<file path="config.mk">
export PLATFORM = sky130hd
export DESIGN_NAME = ps2_kb_writer_flat
export DESIGN_NICKNAME = d
export VERILOG_FILES = /design/src/rtl/ps2_kb_writer_if.sv /design/src/rtl/ps2_kb_writer.sv /design/src/flat_wrapper.sv
export SDC_FILE = /design/constraint.sdc
export NUM_CORES = 1
export LEC_CHECK = 0
export CAP_MARGIN = 20
export CORE_ASPECT_RATIO = 1.4
export CORE_MARGIN = 2
export CORE_UTILIZATION = 58
export DETAILED_ROUTE_END_ITERATION = 6
export GPL_TIMING_DRIVEN = 0
export HOLD_SLACK_MARGIN = 0.12
export PLACE_DENSITY_LB_ADDON = 0.08
export SLEW_MARGIN = 25
export SYNTH_ARGS = -nofsm -noshare
export SYNTH_HDL_FRONTEND = slang
export SYNTH_SLANG_ARGS = --single-unit
</file>
<file path="constraint.sdc">
create_clock -name clk -period 3.4 [get_ports clk]
set_clock_uncertainty 0.2 [all_clocks]
set_input_delay 0.85 -clock clk [delete_from_list [all_inputs] [get_ports clk]]
set_output_delay 0.85 -clock clk [all_outputs]
set_load 0.02 [all_outputs]
</file>
<file path="src/rtl/ps2_kb_writer_if.sv">
// Keyboard-side write port into the memory map.
// The writer drives it; the memory map consumes it.
interface ps2_kb_writer_if;
   logic [31:0] kb_wraddr;
   logic [31:0] kb_wrdata;
   logic        kb_we;

   modport master (
      output kb_wraddr,
      output kb_wrdata,
      output kb_we
   );

   modport slave (
      input kb_wraddr,
      input kb_wrdata,
      input kb_we
   );
endinterface

</file>
<file path="src/rtl/ps2_kb_writer.sv">
// PS/2 keyboard deframer: folds E0/F0 prefixes into key events,
// tracks modifiers and writes one status word per event.
module ps2_kb_writer #(
   parameter logic [31:0] KB_INFO_OFFSET = 32'h0050_0000,
   parameter logic [31:0] TIMEOUT        = 32'd50000
) (
   input  logic            clk,
   input  logic            rst,
   input  logic            ps2_clk,
   input  logic            ps2_data,
   ps2_kb_writer_if.master wr
);

   typedef enum logic [1:0] {
      IDLE,
      RECV,
      CHECK
   } state_e;

   state_e      state_q, state_d;
   logic [2:0]  clk_sync_q;
   logic [1:0]  dat_sync_q;
   logic [3:0]  cnt_q, cnt_d;
   logic [9:0]  sh_q, sh_d;
   logic [31:0] tmo_q, tmo_d;
   logic        ext_q, ext_d;
   logic        brk_q, brk_d;
   logic        shift_q, shift_d;
   logic        ctrl_q, ctrl_d;
   logic        caps_q, caps_d;
   logic        held_q, held_d;
   logic [7:0]  seq_q, seq_d;
   logic [31:0] data_q, data_d;
   logic        we_q, we_d;

   logic        fall;
   logic        bit_in;
   logic        frame_ok;
   logic [7:0]  code;
   logic        is_shift;

   // [2] is the previous value of the second sync stage
   assign fall   = clk_sync_q[2] & ~clk_sync_q[1];
   assign bit_in = dat_sync_q[1];

   // sh_q: [7:0] data, [8] parity, [9] stop
   assign code     = sh_q[7:0];
   assign frame_ok = (^sh_q[8:0]) & sh_q[9];
   assign is_shift = (code == 8'h12) || (code == 8'h59);

   always_ff @(posedge clk) begin
      if (rst) begin
         clk_sync_q <= 3'b111;
         dat_sync_q <= 2'b11;
         state_q    <= IDLE;
         cnt_q      <= '0;
         sh_q       <= '0;
         tmo_q      <= '0;
         ext_q      <= 1'b0;
         brk_q      <= 1'b0;
         shift_q    <= 1'b0;
         ctrl_q     <= 1'b0;
         caps_q     <= 1'b0;
         held_q     <= 1'b0;
         seq_q      <= '0;
         data_q     <= '0;
         we_q       <= 1'b0;
      end else begin
         clk_sync_q <= {clk_sync_q[1:0], ps2_clk};
         dat_sync_q <= {dat_sync_q[0], ps2_data};
         state_q    <= state_d;
         cnt_q      <= cnt_d;
         sh_q       <= sh_d;
         tmo_q      <= tmo_d;
         ext_q      <= ext_d;
         brk_q      <= brk_d;
         shift_q    <= shift_d;
         ctrl_q     <= ctrl_d;
         caps_q     <= caps_d;
         held_q     <= held_d;
         seq_q      <= seq_d;
         data_q     <= data_d;
         we_q       <= we_d;
      end
   end

   always_comb begin
      state_d = state_q;
      cnt_d   = cnt_q;
      sh_d    = sh_q;
      tmo_d   = tmo_q;
      ext_d   = ext_q;
      brk_d   = brk_q;
      shift_d = shift_q;
      ctrl_d  = ctrl_q;
      caps_d  = caps_q;
      held_d  = held_q;
      seq_d   = seq_q;
      data_d  = data_q;
      we_d    = 1'b0;

      unique case (state_q)
         IDLE: begin
            tmo_d = '0;
            if (fall && !bit_in) begin
               state_d = RECV;
               cnt_d   = '0;
            end
         end
         RECV: begin
            if (fall) begin
               sh_d  = {bit_in, sh_q[9:1]};
               cnt_d = cnt_q + 4'd1;
               tmo_d = '0;
               if (cnt_q == 4'd9) state_d = CHECK;
            end else if (tmo_q == TIMEOUT) begin
               state_d = IDLE;
               tmo_d   = '0;
               ext_d   = 1'b0;
               brk_d   = 1'b0;
            end else begin
               tmo_d = tmo_q + 32'd1;
            end
         end
         CHECK: begin
            state_d = IDLE;
            if (!frame_ok) begin
               ext_d = 1'b0;
               brk_d = 1'b0;
            end else begin
               unique case (code)
                  8'hE0: ext_d = 1'b1;
                  8'hF0: brk_d = 1'b1;
                  default: begin
                     ext_d = 1'b0;
                     brk_d = 1'b0;
                     // make needs a plain code, any break releases
                     if (is_shift && (brk_q || !ext_q))
                        shift_d = !brk_q;
                     if (code == 8'h14)
                        ctrl_d = !brk_q;
                     if (code == 8'h58) begin
                        if (brk_q) begin
                           held_d = 1'b0;
                        end else if (!ext_q) begin
                           if (!held_q) caps_d = !caps_q;
                           held_d = 1'b1;
                        end
                     end
                     seq_d  = seq_q + 8'd1;
                     data_d = {seq_d, 3'b000,
                               caps_d, ctrl_d, shift_d,
                               ext_q, brk_q,
                               8'h00, code};
                     we_d   = 1'b1;
                  end
               endcase
            end
         end
         default: state_d = IDLE;
      endcase
   end

   assign wr.kb_wraddr = KB_INFO_OFFSET;
   assign wr.kb_wrdata = data_q;
   assign wr.kb_we     = we_q;

endmodule

</file>
<file path="src/flat_wrapper.sv">
// flat-port wrapper written by rule: the top's interface ports become plain ports
module ps2_kb_writer_flat 
#(
   parameter logic [31:0] KB_INFO_OFFSET = 32'h0050_0000,
   parameter logic [31:0] TIMEOUT        = 32'd50000
)
  (clk, rst, ps2_clk, ps2_data, wr_kb_wraddr, wr_kb_wrdata, wr_kb_we);
  ps2_kb_writer_if wr_i ();
  input  logic clk;
  input  logic rst;
  input  logic ps2_clk;
  input  logic ps2_data;
  output wire logic [$bits(wr_i.kb_wraddr)-1:0] wr_kb_wraddr;
  output wire logic [$bits(wr_i.kb_wrdata)-1:0] wr_kb_wrdata;
  output wire logic [$bits(wr_i.kb_we)-1:0] wr_kb_we;
  assign wr_kb_wraddr = wr_i.kb_wraddr;
  assign wr_kb_wrdata = wr_i.kb_wrdata;
  assign wr_kb_we = wr_i.kb_we;
  ps2_kb_writer #(.KB_INFO_OFFSET(KB_INFO_OFFSET), .TIMEOUT(TIMEOUT)) u_core (.clk(clk), .rst(rst), .ps2_clk(ps2_clk), .ps2_data(ps2_data), .wr(wr_i));
endmodule
</file>
==> impl_metrics.json <==
{
  "clock_latency_ns": 0.36,
  "crit-reg2reg-launch": "u_core.sh_q[4]",
  "slowest_delay_ns": 0.43,
  "synth-edff-count": 0,
  "dieArea_um2": 7970,
  "crit_fanout": 10,
  "grt_max_degree": 13,
  "critPathKind": "reg2reg",
  "cts_tree": "yes",
  "max_freq_ghz": 0.386,
  "via_count": 3281,
  "grt_overflow_total": 0,
  "met1_length_um": 3180,
  "crit_top_cell": "buf_6",
  "first_pass_iters": 5,
  "first_global_vias": 3203,
  "clock_sinks": 78,
  "cpMaxStageDelayCell": "dfxtp_1",
  "rrSetupSlack_ns": 0.81,
  "grt_pass1_wl_um": 14000,
  "grt_antenna_before_repair": 0,
  "setup_viol": 0,
  "power_density_nw_per_um2": 380,
  "row_count": 36,
  "synthTopCellsByArea": "dfxtp_1 37%, buf_4 8.2%, ha_1 5.9%, nor2_1 4.9%, xnor2_1 4.4%",
  "cts-root-buf": "clkbuf_8",
  "worst-path-buf-inv": 3,
  "grt_util_all_layers": 0.216,
  "cts_setup_buffers": 0,
  "ys_types": 59,
  "wl_met3_um": 309,
  "vias_per_cell": 5.02,
  "fill_cells": 570,
  "core_area_um2": 6980,
  "synthCells": 476,
  "crit_chain": "inv_1, ha_1, xnor3_1, xnor2_4, nor3_4, buf_6, buf_6, mux2i_1, nor2_1",
  "p_leak_uw": 0.00191,
  "drc": 0,
  "cts_resized": 0,
  "holdCritPathClass": "reg2reg",
  "ir_drop_mv": 0.296,
  "fin_ws_ns": 0.808,
  "required_ns": 3.43,
  "yosysSeqAreaShare": 0.371,
  "wl_met2_um": 4660,
  "clk_pin_slew_ns": 0.07,
  "cts_made_buffers": 9,
  "ys_async_sr_fraction": 0,
  "utilization": 0.710,
  "clock_tree.buffer_depth": 2,
  "gp_congestion": 0.838,
  "avgSynthCellArea_um2": 8.85,
  "yosys.area.top_type_share": 0.371,
  "io_buffer_count": 25,
  "pin_count": 69,
  "cpLargestDelayFamily": "XOR/XNOR gates",
  "seq_area_um2": 1560,
  "cp-end-kind": "flop",
  "tightest_slew_ns": 0.618,
  "fin_crit_sh": 0.762,
  "final_max_slew_viol_count": 0,
  "drive_above_1_share": 0.181,
  "nets": 577,
  "outcome": "completed",
  "cp.arrival_ns": 2.62,
  "dp_hpwl_um": 6180,
  "syn_area_um2": 4210,
  "initial_core_util": 0.604,
  "post-place-ws_ns": 0.542,
  "layout_commonest_cell": "dfxtp_1",
  "drt_iter0_drc": 101,
  "ant_nets": 0,
  "setup_tns_ns": 0,
  "htreeDepth": 3,
  "layout_common_cells": "78 x dfxtp_1, 55 x nor2_1, 46 x buf_4",
  "r2r-end": "u_core.wr.kb_wrdata[17]",
  "hold_violations": 0,
  "yosysTopAreaCell": "dfxtp_1",
  "wl_um": 8360,
  "drv_cap": 0,
  "rsz0062_at_grt": "no",
  "slew_headroom": 0.588,
  "ctsHoldBuffers": 0,
  "synthFlopType": "dfxtp_1",
  "critPathLaunchType": "flop",
  "synth_seq_cells": 78,
  "wire_per_inst_um": 12.8,
  "whs_endpoint": "u_core.clk_sync_q[1]",
  "dieHeight_um": 105,
  "holdPathStages": 1,
  "rr_worst_depth": 9,
  "area_delta_synth_final_pct": 17.6,
  "multi_input_area_um2": 2270,
  "min_from": "u_core.clk_sync_q[0]",
  "fp.dieW_um": 76.0,
  "post-route-min-period_ns": 2.59,
  "antenna_cells": 0,
  "highest_layer": "met4",
  "yosys_warnings": 0
}
## through the flow
step	cell area, um^2	hold WS [ns]	cells	power (uW)
after global routing	4960	0.236	653	1940
after detailed placement	4740	0.203	637	1150
final	4960	0.226	653	1880
after floorplan	4370	0.189	517	1120
after CTS	4960	0.223	653	1890
after global placement	4740	0.197	637	1150
## logic make-up after synthesis
logic type,Yosys count,share of synthesized area
simple gates,195,0.248
buf+inv,84,0.126
flops,78,0.371
compound gates,43,0.0677
xor+xnor,38,0.0867
fa+ha+maj,20,0.0594
mux,16,0.0392
other cells,2,0.00178
## worst reg2reg max path, cell delays in order (launching register included)
cell,delay (ns)
dfxtp_1,0.43
inv_1,0.08
ha_1,0.32
xnor3_1,0.43
xnor2_4,0.20
nor3_4,0.17
buf_6,0.18
buf_6,0.18
mux2i_1,0.22
nor2_1,0.06
## flip-flops by register name, indices dropped and copies added (netlist names)
name and cells:
u_core.tmo_q 32, u_core.wr.kb_wrdata 13, u_core.sh_q 10, u_core.seq_q 8, u_core.cnt_q 4, u_core.clk_sync_q 3, u_core.dat_sync_q 2, u_core.state_q 2
u_core.brk_q 1, u_core.ext_q 1, u_core.held_q 1, u_core.wr.kb_we 1
## routing by layer
metal,vias up,GRT usage
li1,1666,-
met1,1537,0.209
met2,57,0.427
met3,21,0.0406
met4,0,0.109
met5,-,0
## cells in the mapped netlist (all sizes together), types with 3 or more instances
| library cell | number |
|---|---|
| mux2i | 12 |
| o21ai | 8 |
| nor3 | 10 |
| nor2 | 65 |
| and3 | 11 |
| nor2b | 4 |
| dfxtp | 78 |
| and4 | 7 |
| xor2 | 15 |
| a21oi | 19 |
| nand2 | 39 |
| nand4 | 16 |
| inv | 22 |
| nor4b | 3 |
| ha | 20 |
| and2 | 3 |
| a21o | 3 |
| buf | 54 |
| xnor2 | 22 |
| or2 | 7 |
| nand2b | 3 |
| nor4 | 5 |
| clkbuf | 8 |
| nand3 | 13 |
| mux2 | 4 |
## cell type report
type	instances	area share
inverters	22	0.0167
clock buffers	13	0.0361
plain buffers	62	0.0909
well taps	95	0.0240
repair buffers	25	0.0505
multi-input cells	355	0.459
flip-flops and latches	78	0.315
clock inverters	3	0.00808
## report_power, final
group	switching, uW	leakage [uW]	internal (uW)
clock	333	0.000115	417
sequential	4.55	0.000629	920
combinational	130	0.00116	78.0
## worst max path at each step
stage,startpoint,end,depth (start not counted)
global route,u_core.sh_q[4],u_core.wr.kb_wrdata[17],9
detailed placement,rst,u_core.wr.kb_wrdata[3],4
floorplan,u_core.sh_q[4],u_core.seq_q[1],9
finish,u_core.sh_q[4],u_core.wr.kb_wrdata[17],9
CTS,u_core.sh_q[4],u_core.wr.kb_wrdata[17],9
global placement,rst,u_core.wr.kb_wrdata[3],4
(Power assumes the default switching activity.)
==> edit: new RTL, config.mk and constraints unchanged <==
Re-encode `state_e` (3 states) as one-hot, 3 bits wide.
--- a/src/rtl/ps2_kb_writer.sv
+++ b/src/rtl/ps2_kb_writer.sv
@@ -11,10 +11,10 @@
    ps2_kb_writer_if.master wr
 );
 
-   typedef enum logic [1:0] {
-      IDLE,
-      RECV,
-      CHECK
+   typedef enum logic [2:0] {
+      IDLE  = 3'b001,
+      RECV  = 3'b010,
+      CHECK = 3'b100
    } state_e;
 
    state_e      state_q, state_d;
Formal check against the unedited RTL: same outputs for any inputs over 10 cycles, from zero or initial values and one cycle with rst high; not proved beyond that.
==> edit against the unedited design <==
Final cell count up 4.4%; total power is 6.5% lower; worst setup slack hardly changed; synthesized cell count increased by 6.1%; design area about the same; routed wire length rose by 6.7%; sequential cell count increased by 1; count of clock-buffer cells in the layout fell by 3; area after synthesis grew 0.39%.
==> edit: results (changes against the unedited design) <==
CP max stage delay -> 450 ps (was 430 ps)
Seq/Total Area, Yosys -> 0.374 (was 0.371)
vias in the first global route -> 3389 (was 3203)
Area contributors post-synth -> dfxtp_1 37%, buf_4 8.2%, ha_1 5.0%, nand2_1 4.7%, nor2_1 4.3% (was dfxtp_1 37%, buf_4 8.2%, ha_1 5.9%, nor2_1 4.9%, xnor2_1 4.4%)
Final Cycle Share -> 0.762 (about the same)
Worst Tran Pin Value -> 960 ps (was 618 ps)
Tot GR Track Use -> 0.235 (was 0.216)
pin count of the biggest net entering global routing -> 15 (was 13)
arrival time of the worst setup path -> 2680 ps (was 2620 ps)
FILL cells -> 603 (was 570)
Crit-path slowest cell -> xnor3_2 (was dfxtp_1)
Cells after DPL -> 666 (was 637)
status -> complete, no violations (unchanged)
Synth top cells by count -> 79 x dfxtp_1, 53 x nand2_1, 48 x nor2_1 (was 78 x dfxtp_1, 55 x nor2_1, 46 x buf_4)
static leakage -> 1.85 nW (was 1.91 nW)
DP Wirelength -> 6.65 mm (was 6.18 mm)
worst slack, placed -> 710 ps (was 542 ps)
drt pass-1 iters -> 4 (was 5)
WL final -> 8.92 mm (was 8.36 mm)
R2R depth -> 8 (was 9)
# nets final -> 603 (was 577)
Max VDD drop -> 0.307 mV (was 0.296 mV)
Yosys cell types -> 50 (was 59)
layout cells sized above 1 -> 0.155 (was 0.181)
DR iter-0 viols -> 228 (was 101)
Vias per Instance -> 5.20 (was 5.02)
final non-filler cell total -> 682 (was 653)
==> edit: layout make-up <==
| cell class | instances | area, um2 | share of cell area |
|---|---|---|---|
| flip-flops and latches | 79 | 1580 | 0.319 |
| plain buffers | 70 | 452 | 0.0911 |
| multi-input cells | 382 | 2290 | 0.463 |
| clock inverters | 6 | 68.8 | 0.0139 |
| inverters | 15 | 56.3 | 0.0114 |
| well taps | 95 | 119 | 0.0240 |
| clock buffers | 10 | 138 | 0.0277 |
| repair buffers | 25 | 250 | 0.0505 |
==> edit: cell families after synthesis <==
family | synth area share
buffers and inverters | 0.120
muxes | 0.00237
adders and majority gates | 0.0503
AOI/OAI and AO/OA | 0.0802
DFF | 0.374
xor gates and xnor gates | 0.0816
and+or+nand+nor | 0.290
other | 0.00178
==> edit: worst min path at each step <==
| stage | depth (start not counted) | from | end | slack (ps) |
|---|---|---|---|---|
| 5_1_grt | 1 | u_core.dat_sync_q[0]$_SDFF_PP1_ | u_core.dat_sync_q[1]$_SDFF_PP1_ | 240 |
| 3_3_place_gp | 1 | u_core.dat_sync_q[0]$_SDFF_PP1_ | u_core.dat_sync_q[1]$_SDFF_PP1_ | 190 |
| 6_report | 1 | u_core.clk_sync_q[0]$_SDFF_PP1_ | u_core.clk_sync_q[1]$_SDFF_PP1_ | 220 |
| 4_1_cts | 1 | u_core.clk_sync_q[0]$_SDFF_PP1_ | u_core.clk_sync_q[1]$_SDFF_PP1_ | 220 |
| 3_5_place_dp | 1 | u_core.clk_sync_q[0]$_SDFF_PP1_ | u_core.clk_sync_q[1]$_SDFF_PP1_ | 200 |
| 2_1_floorplan | 1 | u_core.clk_sync_q[0]$_SDFF_PP1_ | u_core.clk_sync_q[1]$_SDFF_PP1_ | 190 |
==> edit: report_power, final <==
| part | total (mW) | switching, mW | internal (mW) |
|---|---|---|---|
| registers | 0.929 | 0.00160 | 0.927 |
| clock network | 0.723 | 0.360 | 0.363 |
| logic | 0.107 | 0.0650 | 0.0425 |
==> edit: metal layers <==
metal / global-route usage / wire (um)
met5: 0 / 0
met4: 0.100 / 252
met3: 0.0561 / 334
met2: 0.430 / 4810
met1: 0.257 / 3520
==> edit: through the flow <==
stage               instance area [um2]  utilization
finish                             4960        0.706
global placement                   4750        0.676
global route                       4960        0.706
CTS                                4960        0.706
detailed placement                 4750        0.676
floorplan                          4380            -
